`src/rtl/ow_pkg.sv`:
```
// Shared types and constants for the 1-Wire CRC8 arbiter: FSM states, polynomial, seed.
// CRC is processed LSB-first as on the 1-Wire bus, so the polynomial is applied bit-reversed.
package ow_pkg;

    typedef enum logic [1:0] {
        IDLE = 2'd0,
        BUSY = 2'd1,
        DONE = 2'd2
    } state_e;

    localparam logic [7:0] CRC_POLY     = 8'h31;
    localparam logic [7:0] CRC_INIT_DEF = 8'hFF;

    function automatic logic [7:0] crc8_byte(input logic [7:0] crc, input logic [7:0] data);
        logic [7:0] c;
        logic [7:0] poly_r;
        for (int i = 0; i < 8; i++) begin
            poly_r[i] = CRC_POLY[7-i];
        end
        c = crc;
        for (int i = 0; i < 8; i++) begin
            if (c[0] ^ data[i]) begin
                c = (c >> 1) ^ poly_r;
            end else begin
                c = c >> 1;
            end
        end
        return c;
    endfunction

endpackage

```
`src/rtl/ow_crc_arb_if.sv`:
```
// Byte-stream bus between two requesters and the CRC arbiter, plus the result channel.
interface ow_crc_arb_if;
    logic [1:0]  s_valid;
    logic [15:0] s_data;
    logic [1:0]  s_last;
    logic [1:0]  s_abort;
    logic [1:0]  s_ready;
    logic [1:0]  r_valid;
    logic [7:0]  r_crc;
    logic [1:0]  r_err;
    logic        busy;

    modport master (
        output s_valid, s_data, s_last, s_abort,
        input  s_ready, r_valid, r_crc, r_err, busy
    );

    modport slave (
        input  s_valid, s_data, s_last, s_abort,
        output s_ready, r_valid, r_crc, r_err, busy
    );
endinterface

```
`src/rtl/ow_crc8_core.sv`:
```
// Single-cycle byte-wide 1-Wire CRC8 engine; init has priority over en.
module ow_crc8_core
    import ow_pkg::*;
#(
    parameter logic [7:0] CRC_INIT = CRC_INIT_DEF
) (
    input  logic       clk,
    input  logic       rst,
    input  logic       init,
    input  logic       en,
    input  logic [7:0] data,
    output logic [7:0] crc
);

    logic [7:0] crc_q;

    always_ff @(posedge clk or posedge rst) begin
        if (rst) begin
            crc_q <= CRC_INIT;
        end else if (init) begin
            crc_q <= CRC_INIT;
        end else if (en) begin
            crc_q <= crc8_byte(crc_q, data);
        end
    end

    assign crc = crc_q;

endmodule

```
`src/rtl/ow_crc_arb.sv`:
```
// Two-requester round-robin arbiter feeding one CRC8 engine; one frame at a time,
// with abort, inter-byte stall timeout and a one-cycle result pulse per frame.
module ow_crc_arb
    import ow_pkg::*;
#(
    parameter logic [7:0] CRC_INIT = CRC_INIT_DEF,
    parameter int         TMO      = 255
) (
    input  logic         clk,
    input  logic         rst,
    ow_crc_arb_if.slave  bus
);

    localparam logic [7:0] TMO_M1 = 8'(TMO - 1);

    state_e     state_q, state_d;
    logic       owner_q, owner_d;
    logic       last_owner_q, last_owner_d;
    logic [7:0] stall_q, stall_d;
    logic [1:0] r_valid_q, r_valid_d;
    logic [1:0] r_err_q, r_err_d;
    logic [7:0] r_crc_q;
    logic [7:0] crc;
    logic [1:0] ready;
    logic       winner, accept, core_init;
    logic       own_valid, own_last, own_abort;
    logic [7:0] own_data;

    assign own_valid = bus.s_valid[owner_q];
    assign own_last  = bus.s_last[owner_q];
    assign own_abort = bus.s_abort[owner_q];
    assign own_data  = owner_q ? bus.s_data[15:8] : bus.s_data[7:0];

    // On a tie the requester that did not own the previous frame wins.
    assign winner = (&bus.s_valid) ? ~last_owner_q : ~bus.s_valid[0];

    always_comb begin
        state_d      = state_q;
        owner_d      = owner_q;
        last_owner_d = last_owner_q;
        stall_d      = stall_q;
        r_valid_d    = '0;
        r_err_d      = '0;
        ready        = '0;
        accept       = 1'b0;
        core_init    = 1'b0;
        case (state_q)
            IDLE: begin
                if (|bus.s_valid) begin
                    owner_d   = winner;
                    core_init = 1'b1;
                    stall_d   = '0;
                    state_d   = BUSY;
                end
            end
            BUSY: begin
                if (own_abort) begin
                    state_d      = IDLE;
                    last_owner_d = owner_q;
                end else begin
                    ready[owner_q] = 1'b1;
                    if (own_valid) begin
                        accept  = 1'b1;
                        stall_d = '0;
                        if (own_last) begin
                            state_d            = DONE;
                            last_owner_d       = owner_q;
                            r_valid_d[owner_q] = 1'b1;
                        end
                    end else begin
                        stall_d = stall_q + 8'd1;
                        if (stall_q == TMO_M1) begin
                            state_d          = IDLE;
                            last_owner_d     = owner_q;
                            r_err_d[owner_q] = 1'b1;
                        end
                    end
                end
            end
            DONE: begin
                core_init = 1'b1;
                state_d   = IDLE;
            end
            default: state_d = IDLE;
        endcase
    end

    always_ff @(posedge clk or posedge rst) begin
        if (rst) begin
            state_q      <= IDLE;
            owner_q      <= 1'b0;
            last_owner_q <= 1'b1;
            stall_q      <= '0;
            r_valid_q    <= '0;
            r_err_q      <= '0;
            r_crc_q      <= '0;
        end else begin
            state_q      <= state_d;
            owner_q      <= owner_d;
            last_owner_q <= last_owner_d;
            stall_q      <= stall_d;
            r_valid_q    <= r_valid_d;
            r_err_q      <= r_err_d;
            if (state_q == DONE) begin
                r_crc_q <= crc;
            end
        end
    end

    ow_crc8_core #(.CRC_INIT(CRC_INIT)) u_core (
        .clk  (clk),
        .rst  (rst),
        .init (core_init),
        .en   (accept),
        .data (own_data),
        .crc  (crc)
    );

    // During DONE the engine already holds the final value; afterwards the captured copy is shown.
    assign bus.r_crc   = (|r_valid_q) ? crc : r_crc_q;
    assign bus.s_ready = ready;
    assign bus.r_valid = r_valid_q;
    assign bus.r_err   = r_err_q;
    assign bus.busy    = (state_q != IDLE);

endmodule

```
`src/flat_wrapper.sv`:
```
// flat-port wrapper written by rule: the top's interface ports become plain ports
module ow_crc_arb_flat import ow_pkg::*;
#(
    parameter logic [7:0] CRC_INIT = CRC_INIT_DEF,
    parameter int         TMO      = 255
)
  (clk, rst, bus_s_valid, bus_s_data, bus_s_last, bus_s_abort, bus_s_ready, bus_r_valid, bus_r_crc, bus_r_err, bus_busy);
  ow_crc_arb_if bus_i ();
  input  logic clk;
  input  logic rst;
  input wire logic [$bits(bus_i.s_valid)-1:0] bus_s_valid;
  input wire logic [$bits(bus_i.s_data)-1:0] bus_s_data;
  input wire logic [$bits(bus_i.s_last)-1:0] bus_s_last;
  input wire logic [$bits(bus_i.s_abort)-1:0] bus_s_abort;
  output wire logic [$bits(bus_i.s_ready)-1:0] bus_s_ready;
  output wire logic [$bits(bus_i.r_valid)-1:0] bus_r_valid;
  output wire logic [$bits(bus_i.r_crc)-1:0] bus_r_crc;
  output wire logic [$bits(bus_i.r_err)-1:0] bus_r_err;
  output wire logic [$bits(bus_i.busy)-1:0] bus_busy;
  assign bus_i.s_valid = bus_s_valid;
  assign bus_i.s_data = bus_s_data;
  assign bus_i.s_last = bus_s_last;
  assign bus_i.s_abort = bus_s_abort;
  assign bus_s_ready = bus_i.s_ready;
  assign bus_r_valid = bus_i.r_valid;
  assign bus_r_crc = bus_i.r_crc;
  assign bus_r_err = bus_i.r_err;
  assign bus_busy = bus_i.busy;
  ow_crc_arb #(.CRC_INIT(CRC_INIT), .TMO(TMO)) u_core (.clk(clk), .rst(rst), .bus(bus_i));
endmodule
```
`config.mk`:
```
export PLATFORM = sky130hd
export DESIGN_NAME = ow_crc_arb_flat
export DESIGN_NICKNAME = d
export VERILOG_FILES = /design/src/rtl/ow_pkg.sv /design/src/rtl/ow_crc_arb_if.sv /design/src/rtl/ow_crc8_core.sv /design/src/rtl/ow_crc_arb.sv /design/src/flat_wrapper.sv
export SDC_FILE = /design/constraint.sdc
export NUM_CORES = 1
export LEC_CHECK = 0
export CORE_MARGIN = 1
export CORE_UTILIZATION = 30
export DETAILED_ROUTE_END_ITERATION = 7
export PLACE_DENSITY_LB_ADDON = 0.3
export SLEW_MARGIN = 10
export SYNTH_ARGS = -nofsm -noshare
export SYNTH_HDL_FRONTEND = slang
export SYNTH_SLANG_ARGS = --single-unit
```
`constraint.sdc`:
```
create_clock -name clk -period 1.9 [get_ports clk]
set_input_delay 0.57 -clock clk [delete_from_list [all_inputs] [get_ports clk]]
set_output_delay 0.57 -clock clk [all_outputs]
set_load 0.02 [all_outputs]
```
==> reports/summary.txt, run 1 <==
initial antenna violation count: 0
clk_skew: 0.00530 ns
crit-path max FO: 8
VDD IR max: 0.673 mV
PD cells: 1750 mW/mm^2
post-route ant nets: 0
Place WS: -0.606 ns
setup ws final: -0.0934 ns
Initial Utilization: 31.4%
CP max stage delay: 0.37 ns
Period minus WS final: 1.99 ns
FP Rows: 28
CTS buffer count: 5
Hold Path Sink: u_core.stall_q[3]
Synth Flop Type: dfrtp_1
Critical Path Sink Type: primary output
number of library cell types mapped by synthesis: 34
register area: 813 sq um
largest net degree at the start of global routing: 33
worst slew pin tran: 0.469 ns
number of synthesized register bits: 32
buffer type at the clock tree root: clkbuf_8
DRT Pass-1 Iters: 4
area leader, netlist: dfrtp_1
# placed instances: 331
setup TNS: -0.683 ns
Ys Warns: 0
RR Startpoint: u_core.owner_q
DR vias: 1646
Clk Latency, worst-skew pair: 0.28 ns
Synth Net Count: 205
core area: 0.00596 sq mm
Worst Min Path Start: u_core.stall_q[3]
Avg Cell Area, Syn: 10.4 sq um
Tcrit/Tclk final: 105%
FMAX: 0.502 GHz
worst hold slack: 0.488 ns
Maximum Capacitance Violations: 0
Ports: 39
Pleak: 1.42 nW
Yosys top cell area share: 30.8%
most frequent cells after synthesis: 23 x dfrtp_1, 19 x nor2_1, 17 x mux2_2
total global routing track utilization: 15.4%
n_diodes: 0
Die Ht: 81.0 um
Slew Limit Fails: 0
Slowest cell on crit path: dfrtp_1
DR vias/cell: 4.80
Layout area overhead: 61.9%
Max clock buf depth: 2
Hold Buf Count CTS: 0
die width: 81.0 um
WL final: 4670 um
Mapped Cells: 179
die area: 0.00655 sq mm
Hold Crit Depth: 1
Fillers: 564
Critical Path RT: 1.33 ns
RR Endpoint: u_core.u_core.crc[2]
Synth Cell Area: 0.00187 sq mm
Clock transition at path regs: 0.07 ns
vias in the first global route: 1626
fin util: 50.9%
Placer Congestion: 0.811
Critical Path Most Common Cell: buf_6
largest cells by area after synthesis: dfrtp_1 31%, dfstp_2 13%, mux2_2 10%
CTS tree: built
Detailed Place HPWL: 3260 um
sequential fraction of the synthesis area: 43.4%
placed cell area: 0.00268 sq mm
ratio of cells with drive above 1 in the final layout: 44.0%
Final setup viols: 8
CP arrival: 1.42 ns
clock sink count: 32
asr flop ratio synth: 100%
multi-input logic area: 0.00120 sq mm
EDFF count, synth: 0
H-tree depth: 2
status: finished with violations
total grt overflow: 0
count leader, synth: dfrtp_1
Hold WC Path Type: reg -> reg
first-pass GRT wire length: 7480 um
Starting DRT DRC Count: 48
flop-to-flop setup slack: 0.03 ns
Post-route DRC: 0
Worst R2R Path Depth: 6
crit path launch type: flop
CP Cell Sequence: nor2_1, buf_6, mux2_4, buf_6
post-route insts no fill: 343
RSZ-0062 raised after global routing: yes
Slew HR: 68.8%
Worst Setup Path Type: reg -> out
IO Port Bufs: 38
total power: 5.31 mW
cell family with most CP delay: flip-flops
post-route cell area: 0.00303 sq mm
final hold vios: 0
Buf/Inv on CP: 2
Total Nets Final: 293
Avg WL per Cell: 13.6 um
failing checks: setup timing
[worst max-delay path by stage]
stage	start	end	depth (start not counted)
after floorplan	u_core.bus.r_valid[1]	bus_r_crc[0]	2
final	u_core.bus.r_valid[0]	bus_r_crc[2]	4
after global routing	u_core.bus.r_valid[1]	bus_r_crc[2]	4
after detailed placement	bus_s_abort[1]	bus_s_ready[1]	4
after CTS	u_core.bus.r_valid[0]	bus_r_crc[2]	4
after global placement	bus_s_abort[1]	bus_s_ready[1]	4
[power breakdown]
group | internal [mW] | total (mW) | switching, mW
clock | 0.463 | 0.719 | 0.256
combinational | 2.02 | 3.52 | 1.50
sequential | 0.939 | 1.07 | 0.128
[state kept, by name, indices dropped and copies added (netlist names)]
name and cells:
u_core.r_crc_q 8, u_core.bus.r_err 2, u_core.bus.r_valid 2, u_core.owner_q 1, u_core.last_owner_q 1, u_core.state_q 2, u_core.stall_q 8, u_core.u_core.crc 8
[layout by cell type, fill, tap and decap left out, types with 3 or more instances in the layout]
cell type / synthesis / layout
buf_4: 0 / 44
clkbuf_8: 0 / 7
nand3_1: 3 / 3
dfrtp_1: 23 / 22
nand2_1: 11 / 10
dlymetal6s2s_1: 0 / 7
mux2i_4: 0 / 3
dlygate4sd2_1: 0 / 5
nor2_1: 19 / 17
mux2i_1: 10 / 4
buf_6: 1 / 11
mux2i_2: 0 / 3
o21ai_0: 14 / 12
nand4_1: 3 / 3
xnor2_1: 11 / 7
clkdlybuf4s50_1: 0 / 15
mux2_4: 0 / 8
dfstp_2: 9 / 9
a31oi_1: 4 / 4
xor2_1: 5 / 5
a21oi_1: 11 / 9
nand2b_1: 5 / 3
mux2_2: 17 / 9
xnor2_2: 2 / 4
inv_1: 4 / 4
[routing by layer]
layer	part of all wire [%]	vias up	track usage, %
met5	0	-	0
met4	1.4	0	5.36
met3	4.9	7	3.15
met2	51	46	26.9
met1	42	777	18.7
li1	-	816	-
[what timing repair did]
item / in CTS / in global routing
cloned: 0 / 0
gates resized for setup: 82 / 31
buffers inserted: 2 / 2
endpoints found under the setup margin: 16 / 27
pin swaps: 8 / 13
[cells by family (layout without fill, tap and decap cells)]
group           count (synthesis)  count (layout)  share of synthesized area, %
buf+inv                         8              97                          2.01
simple gates                   52              52                          13.2
compound gates                 37              37                          11.6
fa+ha+maj                       2               2                          1.34
flops                          32              32                          43.4
mux                            27              27                          15.6
xor+xnor                       21              21                          12.9
[final cells by class]
class | count | share of cell area [%]
Multi-Input combinational cell | 139 | 39.6
Sequential cell | 32 | 26.8
Timing Repair Buffer | 85 | 25.8
Clock buffer | 7 | 3.18
Tap cell | 75 | 3.10
Clock inverter | 1 | 0.991
Inverter | 4 | 0.496
(Power assumes the default switching activity.)
==> run 2: changes to the inputs <==
--- a/config.mk
+++ b/config.mk
@@ -5,10 +5,10 @@
 export SDC_FILE = /design/constraint.sdc
 export NUM_CORES = 1
 export LEC_CHECK = 0
-export CORE_MARGIN = 1
+export CORE_MARGIN = 3
 export CORE_UTILIZATION = 30
 export DETAILED_ROUTE_END_ITERATION = 7
-export PLACE_DENSITY_LB_ADDON = 0.3
+export PLACE_DENSITY = 0.52
 export SLEW_MARGIN = 10
 export SYNTH_ARGS = -nofsm -noshare
 export SYNTH_HDL_FRONTEND = slang
==> reports/summary.txt, run 2 (same netlist as run 1, synthesis figures left out) <==
Pleak: 1.40 nW (was 1.42 nW)
largest net degree at the start of global routing: 33 (unchanged)
Die Ht: 85.0 um (was 81.0 um)
Placer Congestion: 0.824 (was 0.811)
Comb power frac: 68.2% (was 66.4%)
CP Cell Sequence: nor2_4, buf_6, mux2_4, buf_6 (was nor2_1, buf_6, mux2_4, buf_6)
Critical Path Most Common Cell: buf_6 (unchanged)
Initial Utilization: 31.2% (was 31.4%)
Slew Limit Fails: 0 (unchanged)
Starting DRT DRC Count: 86 (was 48)
Detailed Place HPWL: 3300 um (was 3260 um)
crit path launch type: flop (unchanged)
NetSw: 1.89 mW (about the same)
Clk pwr share: 12.1% (was 13.5%)
Maximum Capacitance Violations: 0 (unchanged)
H-tree depth: 2 (unchanged)
DR vias/cell: 4.71 (was 4.80)
Ports: 39 (unchanged)
Tcrit/Tclk final: 105% (about the same)
Total Nets Final: 296 (was 293)
CTS tree: built (unchanged)
core area: 0.00599 sq mm (was 0.00596 sq mm)
Max clock buf depth: 2 (unchanged)
total power: 5.35 mW (was 5.31 mW)
VDD IR max: 0.766 mV (was 0.673 mV)
Worst R2R Path Depth: 7 (was 6)
Hold Buf Count CTS: 0 (unchanged)
IO Port Bufs: 38 (unchanged)
PD cells: 1760 mW/mm^2 (was 1750 mW/mm^2)
Critical Path RT: 1.33 ns (about the same)
first-pass GRT wire length: 7780 um (was 7480 um)
WL final: 4660 um (was 4670 um)
Slew HR: 67.6% (was 68.8%)
status: finished with violations (unchanged)
vias in the first global route: 1646 (was 1626)
FP Rows: 28 (unchanged)
sw frac: 35.4% (was 35.5%)
RR Endpoint: u_core.u_core.crc[2] (unchanged)
ratio of cells with drive above 1 in the final layout: 45.8% (was 44.0%)
clk_skew: 0.00361 ns (was 0.00530 ns)
final hold vios: 0 (unchanged)
Fillers: 532 (was 564)
most frequent cells in the layout: 47 x buf_4, 22 x dfrtp_1, 15 x nor2_1 (was 44 x buf_4, 22 x dfrtp_1, 17 x nor2_1)
initial antenna violation count: 0 (unchanged)
post-route ant nets: 0 (unchanged)
sequential group share of total power: 19.8% (was 20.1%)
n_diodes: 0 (unchanged)
DR vias: 1629 (was 1646)
most common cell after layout, fill and taps aside: buf_4 (unchanged)
Worst Setup Path Type: reg -> out (unchanged)
Hold WC Path Type: reg -> reg (unchanged)
Post-route DRC: 0 (unchanged)
fin util: 50.6% (was 50.9%)
Place WS: -0.640 ns (was -0.606 ns)
CTS buffer count: 5 (unchanged)
Avg WL per Cell: 13.5 um (was 13.6 um)
setup ws final: -0.0965 ns (was -0.0934 ns)
total grt overflow: 0 (unchanged)
flop-to-flop setup slack: 0.01 ns (was 0.03 ns)
Clk Latency, worst-skew pair: 0.28 ns (about the same)
CP max stage delay: 0.41 ns (was 0.37 ns)
Slowest cell on crit path: dfrtp_1 (unchanged)
crit-path max FO: 5 (was 8)
total global routing track utilization: 13.4% (was 15.4%)
worst slew pin tran: 0.486 ns (was 0.469 ns)
RR Startpoint: u_core.owner_q (unchanged)
DRT Pass-1 Iters: 4 (unchanged)
FMAX: 0.501 GHz (was 0.502 GHz)
Int Pwr: 3.46 mW (was 3.42 mW)
die width: 85.0 um (was 81.0 um)
die area: 0.00722 sq mm (was 0.00655 sq mm)
CP arrival: 1.43 ns (was 1.42 ns)
Clock transition at path regs: 0.07 ns (about the same)
buffer type at the clock tree root: clkbuf_8 (unchanged)
clock sink count: 32 (unchanged)
Critical Path Sink Type: primary output (unchanged)
Final setup viols: 8 (unchanged)
worst setup path end: bus_r_crc[5] (was bus_r_crc[2])
failing checks: setup timing (unchanged)
CP startpoint: u_core.bus.r_valid[1] (was u_core.bus.r_valid[0])
Period minus WS final: 2.00 ns (was 1.99 ns)
Layout area overhead: 62.2% (was 61.9%)
RSZ-0062 raised after global routing: yes (unchanged)
[run 2: per-layer routing]
layer	global-route usage, %	up-vias	wire, um
li1	-	817	-
met1	17.6	769	2120
met2	22.2	39	2270
met3	2.72	4	238
met4	4.32	0	34
met5	0	-	0
[run 2: what timing repair did]
item | CTS | global route
buffers inserted | 2 | 6
endpoints found under the setup margin | 15 | 22
pin swaps | 9 | 11
resized for setup | 94 | 24
[run 2: metrics by stage]
step	instance area, sq um	TNS, ns	hold slack (ns)	std cells
floorplan	1880	0	0.459	179
global placement	2680	-7.52	0.481	330
detailed placement	2680	-7.39	0.487	330
CTS	2890	-0.849	0.498	340
global route	3030	-1.29	0.524	346
finish	3030	-0.670	0.506	346
[run 2: power by group through the flow]
stage / combinational [mW] / clock [mW] / sequential [mW]
3_3_place_gp: 3.07 / 0 / 1.06
5_1_grt: 3.92 / 0.707 / 1.09
3_5_place_dp: 3.06 / 0 / 1.06
2_1_floorplan: 1.89 / 0 / 1.08
6_report: 3.65 / 0.645 / 1.06
4_1_cts: 3.32 / 0.671 / 1.07
[run 2: worst max-delay path: cells and delay by family (launching register included)]
kind / cells / cell delay, ns
flip-flops: 1 / 0.41
AND/OR/NAND/NOR: 1 / 0.14
buffers and inverters: 2 / 0.28
multiplexers: 1 / 0.31
[run 2: final cells by class]
| class | count | area [sq um] | area share, % |
|---|---|---|---|
| Multi-Input combinational cell | 139 | 1210 | 39.8 |
| Tap cell | 75 | 93.8 | 3.09 |
| Clock buffer | 6 | 72.6 | 2.39 |
| Timing Repair Buffer | 88 | 796 | 26.2 |
| Inverter | 4 | 15.0 | 0.495 |
| Sequential cell | 32 | 813 | 26.8 |
| Clock inverter | 2 | 35.0 | 1.15 |
[run 2: worst min path at each step]
stage / startpoint / end / slack (ns) / cells after the start
finish: u_core.r_crc_q[2] / u_core.r_crc_q[2] / 0.51 / 1
global route: u_core.r_crc_q[7] / u_core.r_crc_q[7] / 0.52 / 1
CTS: u_core.stall_q[7] / u_core.stall_q[7] / 0.50 / 1
detailed placement: u_core.stall_q[7] / u_core.stall_q[7] / 0.49 / 1
global placement: u_core.r_crc_q[1] / u_core.r_crc_q[1] / 0.48 / 1
floorplan: u_core.stall_q[7] / u_core.stall_q[7] / 0.46 / 1
